`config.mk`:
```
export PLATFORM = sky130hd
export DESIGN_NAME = mem_ctrl
export DESIGN_NICKNAME = d
export VERILOG_FILES = /design/src/rtl/mem_ctrl_pkg.sv /design/src/rtl/mem_ctrl.sv
export SDC_FILE = /design/constraint.sdc
export NUM_CORES = 1
export LEC_CHECK = 0
export BUFFER_PORTS_ARGS = -buffer_cell sky130_fd_sc_hd__buf_2
export CAP_MARGIN = 20
export CORE_ASPECT_RATIO = 1.25
export CORE_MARGIN = 2
export CORE_UTILIZATION = 26
export DETAILED_ROUTE_END_ITERATION = 6
export PLACE_DENSITY = 0.78
export SYNTH_ARGS = -nofsm -noshare
export SYNTH_HDL_FRONTEND = slang
export SYNTH_SLANG_ARGS = --single-unit
```
`constraint.sdc`:
```
create_clock -name clk -period 2.88 [get_ports clk]
set_clock_uncertainty 0.2 [all_clocks]
set_input_delay 0.864 -clock clk [delete_from_list [all_inputs] [get_ports clk]]
set_output_delay 0.864 -clock clk [all_outputs]
set_load 0.05 [all_outputs]
```
`src/rtl/mem_ctrl_pkg.sv`:
```
// Shared definitions for the byte-serial memory controller: IO region prefix,
// grant owner encodings and the default IO write hold time.
package mem_ctrl_pkg;

    localparam logic [1:0] IO_PREFIX       = 2'b11;
    localparam int         IO_HOLD_DEFAULT = 2;

    typedef enum logic [1:0] {
        OWN_NONE = 2'd0,
        OWN_D    = 2'd1,
        OWN_I    = 2'd2
    } owner_e;

endpackage

```
`src/rtl/mem_ctrl.sv`:
```
// Byte-serial memory controller: arbitrates dcache (priority) and icache onto a
// single RAM/IO port, throttles IO writes, and returns one byte per cycle.
module mem_ctrl
    import mem_ctrl_pkg::*;
#(
    parameter int ADDR_W  = 18,
    parameter int IO_HOLD = IO_HOLD_DEFAULT
) (
    input  logic              clk,
    input  logic              rst,
    input  logic              rdy_in,
    input  logic              d_get_en,
    input  logic              d_write_mode,
    input  logic [ADDR_W-1:0] d_addr,
    input  logic [7:0]        d_data,
    output logic              d_out_en,
    output logic [7:0]        d_content,
    input  logic              i_get_en,
    input  logic [ADDR_W-1:0] i_addr,
    output logic              i_out_en,
    output logic [7:0]        i_content,
    input  logic [7:0]        mem_din,
    output logic [7:0]        mem_dout,
    output logic [31:0]       mem_a,
    output logic              mem_wr,
    input  logic              io_buffer_full
);

    localparam int HOLD_W = (IO_HOLD > 1) ? $clog2(IO_HOLD + 1) : 1;

    owner_e            last_grant_q, last_grant_d;
    owner_e            grant;
    logic [HOLD_W-1:0] hold_q, hold_d;
    logic              d_is_io;
    logic              io_blocked;

    assign d_is_io    = (d_addr[ADDR_W-1 -: 2] == IO_PREFIX);
    assign io_blocked = d_is_io && d_write_mode && (io_buffer_full || (hold_q != '0));

    // State register: owner of the byte issued last cycle, plus the IO hold counter.
    // NOTE: sequential state uses non-blocking assignments so every register
    // samples the pre-edge values, independent of statement order.
    always_ff @(posedge clk) begin
        if (rst) begin
            last_grant_q <= OWN_NONE;
            hold_q       <= '0;
        end else begin
            last_grant_q <= last_grant_d;
            hold_q       <= hold_d;
        end
    end

    // Next-state: per-cycle grant. A blocked IO write stalls the port rather
    // than letting the icache slip in ahead of it.
    always_comb begin
        // NOTE: every combinationally assigned signal gets a default first so no
        // path through the ifs leaves it unassigned and infers a latch.
        grant  = OWN_NONE;
        hold_d = hold_q;
        if (!rst && rdy_in) begin
            if (d_get_en) begin
                if (!io_blocked) grant = OWN_D;
            end else if (i_get_en) begin
                grant = OWN_I;
            end
            if (grant == OWN_D && d_write_mode && d_is_io) begin
                hold_d = HOLD_W'(IO_HOLD);
            end else if (hold_q != '0) begin
                hold_d = hold_q - HOLD_W'(1);
            end
        end
        last_grant_d = grant;
    end

    // Outputs: RAM port driven from the current grant, completions from the register.
    always_comb begin
        mem_a    = '0;
        mem_dout = '0;
        mem_wr   = 1'b0;
        case (grant)
            OWN_D: begin
                mem_a    = {{(32-ADDR_W){1'b0}}, d_addr};
                mem_dout = d_data;
                mem_wr   = d_write_mode;
            end
            OWN_I: begin
                mem_a    = {{(32-ADDR_W){1'b0}}, i_addr};
                mem_dout = d_data;
            end
            default: ;
        endcase
    end

    assign d_out_en  = (last_grant_q == OWN_D);
    assign i_out_en  = (last_grant_q == OWN_I);
    assign d_content = mem_din;
    assign i_content = mem_din;

endmodule

```
# Yosys cells after proc, flatten, opt, wreduce, memory -nomap -nowiden
# Index checks and enable logic that the tools add are counted.
# W data, S select, Z words.
dict set report word_totals {
  reg_bits 4
  input_bits 59
  word_cells 30
}
dict set report classes {
  addsub 1
  n_eq_ne 6
  muxes 10
  n_reduce_logical 11
}
# cell count
set op_table {}
lappend op_table {{$pmux W18 S2} 1}
lappend op_table {{$mux W2} 6}
lappend op_table {{$mux W8} 1}
lappend op_table {{$eq A2 B1 Y1 const B} 3}
lappend op_table {{$eq A2 B2 Y1 const B} 3}
lappend op_table {{$logic_and A1 B1 Y1} 5}
lappend op_table {{$reduce_bool A2 Y1} 2}
lappend op_table {{$mux W1} 2}
lappend op_table {{$reduce_and A2 Y1} 1}
lappend op_table {{$reduce_or A2 Y1} 1}
lappend op_table {{$sub A2 B1 Y2 const B} 1}
lappend op_table {{$logic_not A1 Y1} 1}
lappend op_table {{$logic_or A1 B1 Y1} 1}

# Depth between registers and ports, before layout
# Gate-level depths: netlist of run 1.
dict set report depth {
  ltp_word 11
  ltp_mapped 10
  depth_no_buf 8
}

# Least setup slack after synthesis of run 1
# No wires, ideal clock.
dict set report synth_timing {
  path_kind {in2out}
  startpoint {input d_write_mode}
  endpoint {output mem_a[10]}
  arrival_ns 2.507
  setup_slack_ns -0.691
  cell_stages 6
  n_path_buf 1
  cell_sequence {and3_1 o21ai_0 nand3_1 ha_1 clkbuf_1 nor2_1}
}
dict set report synth_via {
  elab_chain_cells 8
  word_cells_on_any_way 9
}
# item line_no
set synth_rtl {}
lappend synth_rtl {{start: declaration} mem_ctrl.sv:13} ;# input logic d_write_mode,
lappend synth_rtl {{$logic_and A1 B1 Y1 * (2 in a row)} mem_ctrl.sv:38} ;# assign io_blocked = d_is_io && d_write_mode && (io_buffer_full || (hold_q != '0));
lappend synth_rtl {{$mux W1 *} mem_ctrl.sv:62} ;# if (!io_blocked) grant = OWN_D;
lappend synth_rtl {{$mux W2 *} mem_ctrl.sv:61} ;# if (d_get_en) begin
lappend synth_rtl {{$mux W2 * (2 in a row)} mem_ctrl.sv:60} ;# if (!rst && rdy_in) begin
lappend synth_rtl {{$eq A2 B2 Y1 or $eq A2 B1 Y1 (tied branches)} mem_ctrl.sv:80} ;# case (grant)
lappend synth_rtl {{$pmux W18 S2 *} mem_ctrl.sv:80}
lappend synth_rtl {{end: declaration} mem_ctrl.sv:24} ;# output logic [31:0] mem_a,
# Every way passes the cells marked *; elsewhere a longest branch is shown, timed or not. The select of a mux whose other input is x is not followed.

# Worst setup path in the final report of run 1
dict set report layout_timing {
  startpoint {input d_addr[17]}
  endpoint {output mem_a[0]}
}
dict set report layout_via {
  elab_chain_cells 9
  word_cells_on_any_way 10
}
# item line_no
set layout_rtl {}
lappend layout_rtl {{start: declaration} mem_ctrl.sv:14} ;# input logic [ADDR_W-1:0] d_addr,
lappend layout_rtl {{$eq A2 B2 Y1 *} mem_ctrl.sv:37} ;# assign d_is_io = (d_addr[ADDR_W-1 -: 2] == IO_PREFIX);
lappend layout_rtl {{$logic_and A1 B1 Y1 * (2 in a row)} mem_ctrl.sv:38}
lappend layout_rtl {{$mux W1 *} mem_ctrl.sv:62}
lappend layout_rtl {{$mux W2 *} mem_ctrl.sv:61}
lappend layout_rtl {{$mux W2 * (2 in a row)} mem_ctrl.sv:60}
lappend layout_rtl {{net grant[0]} mem_ctrl.sv:32} ;# owner_e grant;
lappend layout_rtl {{$eq A2 B2 Y1 or $eq A2 B1 Y1 (tied branches)} mem_ctrl.sv:80}
lappend layout_rtl {{$pmux W18 S2 *} mem_ctrl.sv:80}
# Mark *: on every way through the listed nets, which the timed path passes. The rest lies on a longest branch. The select of a mux whose other input is x is not followed.

==> run_results.csv, run 1 <==
group,metric,value,unit
outcome,outcome,"finished with violations",
outcome,failed_checks,"negative setup slack",
sta,finalMaxSlewViolations,0,
routing,route.detailed.drc,0,
layout,area_growth,146,%
worst_hold_path,hp-class,"reg -> reg",
die,dieHeight,65.1,um
critical_path,arrival,2.16,ns
place,dp.cells,210,
yosys,syn_area_per_cell,7.05,um^2
sta,period_minus_slack,3.22,ns
clocking,clkTransAtPathRegs,0.03,ns
place,place_ws,-0.406,ns
pwr,switching_share,44.7,%
critical_path,cp_num_buf_inv,2,
pwr,p_comb_share,68.7,%
critical_path,critPathTopFamily,"simple AND/OR/NAND/NOR gates",
routing,wl_per_cell,14.8,um
die,core_area,2890,um^2
pwr,internal_power,227,uW
sta,hold-worst-slack,0.350,ns
clocking,cts_buffer_depth,2,
global_route,first_global_vias,1019,
critical_path,cp_max_fo,7,
die,die_w,52.9,um
sta,tns,-7.61,ns
global_route,grt_max_degree,14,
global_route,grt_pass1_wl,4620,um
worst_hold_path,hold_depth,2,
routing,via_count,1051,
pwr,powerDensity,215,nW/um^2
place,gp_congestion,0.632,
clocking,cts_tree,"done",
pwr,peakVddDrop,0.141,mV
yosys,ys_types,21,
pwr,p_leak,0.856,nW
sta,fin_crit_sh,112,%
yosys,yosys_register_bits,4,
critical_path,cp_slowest_cell,"a22oi_1",
global_route,antenna_found_initial,0,
place,port_buffers,79,
layout,drive_above_1_share,83.6,%
layout,n_antenna_cell,0,
clocking,hold_buffers,0,
critical_path,cp-end-kind,"primary output",
critical_path,path_cells,"buf_2, and3_4, o21ai_4, and3_4, ha_4, a22oi_1, nor2_4, buf_4",
yosys,yosys_warnings,0,
pwr,total_power,411,uW
sta,grt_setup_unrepaired,"yes",
yosys,yosysSeqAreaShare,10.3,%
critical_path,r2r_cells,5,
routing,ant_nets,0,
critical_path,worst_setup_path_start_kind,"primary input",
clocking,root_buffer,"clkbuf_4",
routing,drt_wl_total,3420,um
clocking,h-tree-depth,1,
routing,viasPerCell,4.55,
critical_path,critPathKind,"in -> out",
die,num_io_pins,118,
sta,finalHoldViolations,0,
die,initial_core_util,26.8,%
layout,fin_cells,231,
clocking,clock_latency,0.23,ns
routing,first_pass_iters,4,
routing,first_iter_violations,8,
sta,clock.fmax,311,MHz
layout,nets,259,
pwr,clkPwrFrac,16.0,%
pwr,power.switching,184,uW
clocking,cts_buffers,3,
sta,fin_ws,-0.340,ns
yosys,syn_inst,110,
pwr,power.share.sequential,15.2,%
critical_path,required,1.82,ns
place,dpl.hpwl,2150,um
critical_path,cp_common_cell,"and3_4",
run,maxCapViolCount,0,
global_route,gr-total-overflow,0,
critical_path,path_depth,8,
die,die_area,3440,um^2
clocking,clock_sinks,4,
die,rows,22,
critical_path,slowest_delay,0.29,ns
yosys,netlist_area,776,um^2
global_route,grt_usage,18.0,%
sta,setup_viol_count_final,27,
## kinds of logic after synthesis
kind of cell / count (synthesis) / share of synthesized area [%]
AND/OR/NAND/NOR: 41 / 27.7
other: 1 / 0.483
flip-flops: 4 / 10.3
buffers and inverters: 40 / 35.3
adder cells (fa/ha/maj): 3 / 4.84
AO/OA/AOI/OAI: 21 / 21.3
## per-layer routing
layer / vias up / wire length [um] / GRT usage [%]
met2: 61 / 1970 / 32.7
met5: - / 0 / 0
met3: 16 / 287 / 2.53
met1: 469 / 1050 / 18.2
met4: 0 / 110 / 12.5
li1: 505 / - / -
## sequential cells by signal, indices dropped and copies added (netlist names)
| signal | cells |
|---|---|
| hold_q | 2 |
| last_grant_q | 2 |
## Yosys cell counts, drive strengths merged
master	n	area share [%]
inv	4	1.9
and2b	1	0.97
ha	3	4.8
nand3	1	0.64
nor2b	11	9.2
dfxtp	4	10
conb	1	0.48
buf	35	33
and2	1	0.81
a221oi	1	1.9
and3	3	2.4
nand4b	1	1.1
nor3	1	0.64
and3b	2	2.3
o21ai	1	0.64
a22o	1	1.3
nor2	20	9.7
clkbuf	1	0.48
a22oi	18	17
## worst min-delay path, cell delays in order, from the launching register on
cell	delay, ns
dfxtp_1	0.30
nor2_1	0.10
a22o_2	0.12
## cell usage in the layout (no fill, tap or decap)
| cell type | instances |
|---|---|
| buf_2 | 48 |
| buf_6 | 28 |
| nor2_4 | 18 |
| a22oi_2 | 17 |
| buf_4 | 15 |
| conb_1 | 14 |
| nor2b_4 | 9 |
| buf_8 | 7 |
| dfxtp_1 | 4 |
| inv_1 | 3 |
| clkbuf_4 | 3 |
| buf_12 | 3 |
| and3_4 | 2 |
| nor2b_1 | 2 |
| nor2_1 | 2 |
| ha_4 | 2 |
| buf_16 | 2 |
| clkbuf_16 | 2 |
| and3b_2 | 1 |
| inv_2 | 1 |
| o21ai_4 | 1 |
| nand3_2 | 1 |
| and2_4 | 1 |
| a22oi_1 | 1 |
| and2b_1 | 1 |
| nand4b_1 | 1 |
| a221oi_2 | 1 |
| and3_1 | 1 |
| nor3_1 | 1 |
| a22o_2 | 1 |
| and3b_1 | 1 |
| ha_1 | 1 |
## layout make-up
type,count,area [um^2]
Timing Repair Buffer,105,938
Sequential cell,4,80.1
Fill cell,225,978
Multi-Input combinational cell,79,811
Inverter,4,15.0
Tap cell,36,45.0
Clock buffer,3,22.5
## what timing repair did
action	CTS	global route
buffers inserted	11	3
pin swaps	14	14
gates resized for setup	80	8
setup endpoints to repair	27	27
endpoints found under the hold margin	0	0
cloned	2	2
## power by group through the flow
stage	clock network, mW	logic (mW)	registers, mW
floorplan	0	0.234	0.0628
finish	0.0659	0.282	0.0627
CTS	0.0707	0.265	0.0624
global placement	0	0.217	0.0631
global route	0.0789	0.295	0.0631
detailed placement	0	0.220	0.0632
## through the flow
stage          cell area, um^2  utilization, %
5_1_grt                   1910            66.1
3_3_place_gp              1380            47.6
3_5_place_dp              1380            47.6
6_report                  1910            66.1
4_1_cts                   1810            62.5
2_1_floorplan             1150               -
## final timing paths
kind / slack [ns] / startpoint / to
hold reg to reg: 0.35 / hold_q[0]$_SDFFE_PP0P_ / hold_q[0]$_SDFFE_PP0P_
setup reg to reg: 1.37 / hold_q[0]$_SDFFE_PP0P_ / hold_q[0]$_SDFFE_PP0P_
hold / removal: 0.35 / hold_q[0]$_SDFFE_PP0P_ / hold_q[0]$_SDFFE_PP0P_
setup / recovery: -0.34 / d_addr[17] / mem_a[0]
No activity file was read; power rests on OpenSTA's default activity.
==> run 2: changes to the inputs <==
Settings changed: CORE_MARGIN 2 to default, GPL_TIMING_DRIVEN from default to 0.
==> run_results.csv, run 2 (synthesis gave the netlist of run 1 again) <==
group,metric,value,unit
global_route,first_global_vias,1102,
clocking,clock_sinks,4,
clocking,cts_buffer_depth,2,
critical_path,cp-end-kind,"primary output",
critical_path,r2r_cells,5,
clocking,clock_latency,0.24,ns
routing,first_pass_iters,4,
global_route,grt_max_degree,11,
global_route,grt_pass1_wl,5040,um
routing,wl_per_cell,13.7,um
place,port_buffers,95,
layout,n_antenna_cell,0,
place,gp_congestion,0.770,
die,dieHeight,63.1,um
sta,fin_ws,-0.400,ns
routing,via_count,1201,
global_route,grt_usage,21.1,%
place,dpl-instance-area,1670,um^2
outcome,outcome,"finished with violations",
sta,period_minus_slack,3.28,ns
critical_path,rrSetupSlack,1.42,ns
layout,area_growth,178,%
run,maxCapViolCount,0,
worst_hold_path,hold_start,"hold_q[1]$_SDFFE_PP0P_",
critical_path,required,1.82,ns
sta,fin_crit_sh,114,%
routing,ant_nets,0,
global_route,gr-total-overflow,0,
worst_hold_path,whs_endpoint,"hold_q[1]$_SDFFE_PP0P_",
routing,first_iter_violations,21,
routing,viasPerCell,4.48,
worst_hold_path,hold_depth,2,
clocking,root_buffer,"clkbuf_4",
clocking,cts_buffers,3,
clocking,cts_tree,"done",
pwr,total_power,491,uW
sta,grt_setup_unrepaired,"yes",
clocking,clkTransAtPathRegs,0.04,ns
critical_path,r2r-start,"hold_q[0]$_SDFFE_PP0P_",
sta,finalHoldViolations,0,
clocking,h-tree-depth,1,
layout,postLayoutCellArea,2160,um^2
layout,largestRegisters,"hold_q (2), last_grant_q (2)",
die,num_io_pins,118,
critical_path,cp_max_fo,6,
die,die_area,3210,um^2
sta,finalMaxSlewViolations,0,
layout,drive_above_1_share,85.9,%
die,core_area,2760,um^2
sta,hold-worst-slack,0.333,ns
outcome,failed_checks,"negative setup slack",
pwr,p_leak,1.04,nW
critical_path,worst_setup_path_start_kind,"primary input",
layout,layout_commonest_cell,"buf_2",
pwr,powerDensity,227,nW/um^2
layout,layout_common_cells,"buf_2 (64), buf_4 (36), buf_6 (31)",
layout,nets,298,
worst_hold_path,hp-class,"reg -> reg",
clocking,hold_buffers,0,
routing,drt_wl_total,3680,um
global_route,antenna_found_initial,0,
sta,clock.fmax,305,MHz
critical_path,critPathKind,"in -> out",
critical_path,timing.rr.end,"hold_q[0]$_SDFFE_PP0P_",
die,rows,21,
pwr,peakVddDrop,0.213,mV
critical_path,arrival,2.22,ns
die,die_w,50.9,um
die,initial_core_util,28.1,%
routing,route.detailed.drc,0,
place,dpl.hpwl,2230,um
sta,setup_viol_count_final,27,
==> run 2: cell count changes in the layout (fill, tap and decap cells not counted), sizes merged <==
cell    previous run  this run
buf              103       141
clkbuf             5         6
==> run 2: report_power, final <==
part | switching (mW) | leakage, nW | internal, mW | total (mW)
logic | 0.208 | 0.992 | 0.149 | 0.357
registers | 0.00224 | 0.0326 | 0.0603 | 0.0626
clock network | 0.0243 | 0.0138 | 0.0467 | 0.0710
total | 0.235 | 1.04 | 0.256 | 0.491
==> run 2: worst max path at each step <==
| stage | cells after the start | endpoint | slack (ns) | startpoint |
|---|---|---|---|---|
| 2_1_floorplan | 8 | mem_a[10] | -0.20 | d_write_mode |
| 3_3_place_gp | 10 | mem_a[17] | -0.49 | d_addr[16] |
| 3_5_place_dp | 10 | mem_a[6] | -0.49 | rst |
| 4_1_cts | 10 | mem_a[6] | -0.40 | d_addr[16] |
| 5_1_grt | 9 | mem_a[2] | -0.45 | rdy_in |
| 6_report | 9 | mem_a[2] | -0.40 | rdy_in |
==> run 2: cell type report <==
cell class                      instances  area (um^2)
Buffer                                 33          290
Clock buffer                            3         22.5
Fill cell                             189          599
Inverter                                4         15.0
Multi-Input combinational cell         79          806
Sequential cell                         4         80.1
Tap cell                               34         42.5
Timing Repair Buffer                  111          903
==> run 2: what timing repair did <==
item                       4_1_cts  5_1_grt
pin swaps                       35       16
setup endpoints to repair       27       27
cloned                           3        1
buffers inserted                 8        4
resized for setup               77        9
==> run 2: through the flow <==
stage | TNS [ns] | instances | setup WS (ns) | util (%)
after floorplan | -4.56 | 123 | -0.196 | -
after global placement | -10.89 | 252 | -0.487 | 60.6
after detailed placement | -10.85 | 252 | -0.489 | 60.6
after CTS | -9.16 | 264 | -0.403 | 75.3
after global routing | -10.29 | 268 | -0.447 | 78.3
final | -9.19 | 268 | -0.400 | 78.3
==> run 2: layer usage <==
metal / routed length, um / part of all wire [%] / GRT usage (%)
met5: 0 / 0 / 0
met4: 129 / 3.5 / 10.4
met3: 236 / 6.4 / 3.38
met2: 2190 / 60 / 44.0
met1: 1120 / 30 / 18.0
==> run 2: worst max-delay path, cell delays in order <==
cell	delay (ns)
buf_6	0.10
nor2b_4	0.13
and3b_2	0.21
buf_6	0.12
ha_4	0.19
buf_12	0.14
a22oi_2	0.22
nor2_4	0.07
buf_6	0.16
==> run 3: changes to the inputs <==
Settings changed: MAX_ROUTING_LAYER from default to met4.
==> run_results.csv, run 3 (synthesis gave the netlist of run 1 again) <==
group,metric,value,unit
sta,grt_setup_unrepaired,"yes",
die,initial_core_util,28.1,%
global_route,grt_pass1_wl,5050,um
critical_path,rrSetupSlack,1.42,ns
clocking,clock_sinks,4,
die,num_io_pins,118,
critical_path,cp_num_buf_inv,4,
sta,finalHoldViolations,0,
sta,finalMaxSlewViolations,0,
worst_hold_path,hp-class,"reg -> reg",
pwr,p_leak,1.04,nW
pwr,peakVddDrop,0.213,mV
clocking,clock_latency,0.24,ns
pwr,total_power,491,uW
sta,fin_crit_sh,114,%
pwr,powerDensity,227,nW/um^2
routing,viasPerCell,4.49,
routing,via_count,1204,
global_route,gr-total-overflow,0,
layout,layout_common_cells,"buf_2 (64), buf_4 (36), buf_6 (31)",
layout,fin_cells,268,
clocking,cts_buffers,3,
place,dpl-instance-area,1670,um^2
place,dpl.hpwl,2230,um
critical_path,path_cells,"buf_6, nor2b_4, and3b_2, buf_6, ha_4, buf_12, a22oi_2, nor2_4, buf_6",
die,dieHeight,63.1,um
global_route,grt_usage,21.7,%
sta,period_minus_slack,3.28,ns
die,die_area,3210,um^2
routing,first_pass_iters,4,
layout,drive_above_1_share,85.9,%
sta,fin_ws,-0.404,ns
outcome,failed_checks,"negative setup slack",
critical_path,cp_slowest_cell,"a22oi_2",
layout,area_growth,178,%
critical_path,worstSetupStartpoint,"rdy_in",
critical_path,cp-end-kind,"primary output",
critical_path,path_depth,9,
routing,wl_per_cell,13.7,um
global_route,first_global_vias,1103,
routing,ant_nets,0,
place,gp_congestion,0.780,
layout,layout_commonest_cell,"buf_2",
critical_path,required,1.82,ns
critical_path,r2r-start,"hold_q[0]$_SDFFE_PP0P_",
sta,setup_viol_count_final,27,
clocking,h-tree-depth,1,
run,maxCapViolCount,0,
routing,drt_wl_total,3680,um
outcome,outcome,"finished with violations",
routing,route.detailed.drc,0,
critical_path,arrival,2.22,ns
clocking,root_buffer,"clkbuf_4",
critical_path,critPathKind,"in -> out",
critical_path,critPathTopFamily,"buffers and inverters",
sta,clock.fmax,305,MHz
die,rows,21,
layout,nets,298,
layout,postLayoutCellArea,2160,um^2
place,port_buffers,95,
critical_path,crit_end,"mem_a[2]",
critical_path,cp_common_cell,"buf_6",
critical_path,cp_max_fo,6,
critical_path,slowest_delay,0.22,ns
layout,largestRegisters,"hold_q (2), last_grant_q (2)",
place,dp.cells,252,
critical_path,timing.rr.end,"hold_q[0]$_SDFFE_PP0P_",
global_route,grt_max_degree,11,
clocking,clkTransAtPathRegs,0.04,ns
clocking,cts_tree,"done",
die,core_area,2760,um^2
global_route,antenna_found_initial,0,
critical_path,worst_setup_path_start_kind,"primary input",
layout,n_antenna_cell,0,
clocking,cts_buffer_depth,2,
routing,first_iter_violations,15,
critical_path,r2r_cells,5,
die,die_w,50.9,um
==> run 3: cell counts in the layout (fill, tap and decap cells not counted) <==
Identical to the previous run, type by type.
==> run 3: worst reg2reg max path, stage by stage, from the launching register on <==
cell and delay, ns:
dfxtp_1 0.32, inv_1 0.06, ha_1 0.21, and2b_1 0.26, nor3_1 0.06, a22o_2 0.24
==> run 3: where the power goes <==
| part | total [mW] | switching, mW | leakage, nW | internal (mW) |
|---|---|---|---|---|
| clock | 0.0710 | 0.0243 | 0.0138 | 0.0467 |
| combinational | 0.357 | 0.208 | 0.992 | 0.149 |
| sequential | 0.0626 | 0.00224 | 0.0326 | 0.0603 |
| total | 0.491 | 0.235 | 1.04 | 0.256 |
==> run 3: worst min-delay path by stage <==
| stage | start | end | slack (ns) | depth (start not counted) |
|---|---|---|---|---|
| floorplan | hold_q[1]$_SDFFE_PP0P_ | hold_q[1]$_SDFFE_PP0P_ | 0.31 | 2 |
| global placement | hold_q[1]$_SDFFE_PP0P_ | hold_q[1]$_SDFFE_PP0P_ | 0.33 | 2 |
| detailed placement | hold_q[1]$_SDFFE_PP0P_ | hold_q[1]$_SDFFE_PP0P_ | 0.34 | 2 |
| CTS | hold_q[1]$_SDFFE_PP0P_ | hold_q[1]$_SDFFE_PP0P_ | 0.34 | 2 |
| global route | hold_q[1]$_SDFFE_PP0P_ | hold_q[1]$_SDFFE_PP0P_ | 0.35 | 2 |
| finish | hold_q[1]$_SDFFE_PP0P_ | hold_q[1]$_SDFFE_PP0P_ | 0.33 | 2 |
==> run 3: layout make-up <==
type	count	area [um^2]
timing repair buffer	111	903
sequential	4	80.1
inverter	4	15.0
fill	189	599
tap	34	42.5
clock buffer	3	22.5
buffer	33	290
multi-input combinational	79	806
==> run 3: routing by layer <==
layer | track usage (%) | routed length, um | part of all wire, %
met2 | 43.7 | 2180 | 59
met1 | 17.9 | 1120 | 31
met4 | 11.1 | 146 | 4.0
met3 | 3.62 | 224 | 6.1
met5 | - | 0 | 0
==> run 3: repair_timing <==
| item | in CTS | in global routing |
|---|---|---|
| endpoints found under the setup margin | 27 | 27 |
| cloned | 3 | 1 |
| gates resized for setup | 77 | 9 |
| endpoints found under the hold margin | 0 | 0 |
| pin swaps | 35 | 16 |
| buffers inserted | 8 | 4 |
| hold buffers | 0 | 0 |
==> run 3: metrics by stage <==
| stage | setup TNS (ns) | hold WS [ns] | utilization, % | worst slack (ns) |
|---|---|---|---|---|
| finish | -9.22 | 0.333 | 78.3 | -0.404 |
| global route | -10.30 | 0.353 | 78.3 | -0.449 |
| CTS | -9.16 | 0.338 | 75.3 | -0.403 |
| detailed placement | -10.85 | 0.340 | 60.6 | -0.489 |
| global placement | -10.89 | 0.333 | 60.6 | -0.487 |
| floorplan | -4.56 | 0.309 | - | -0.196 |
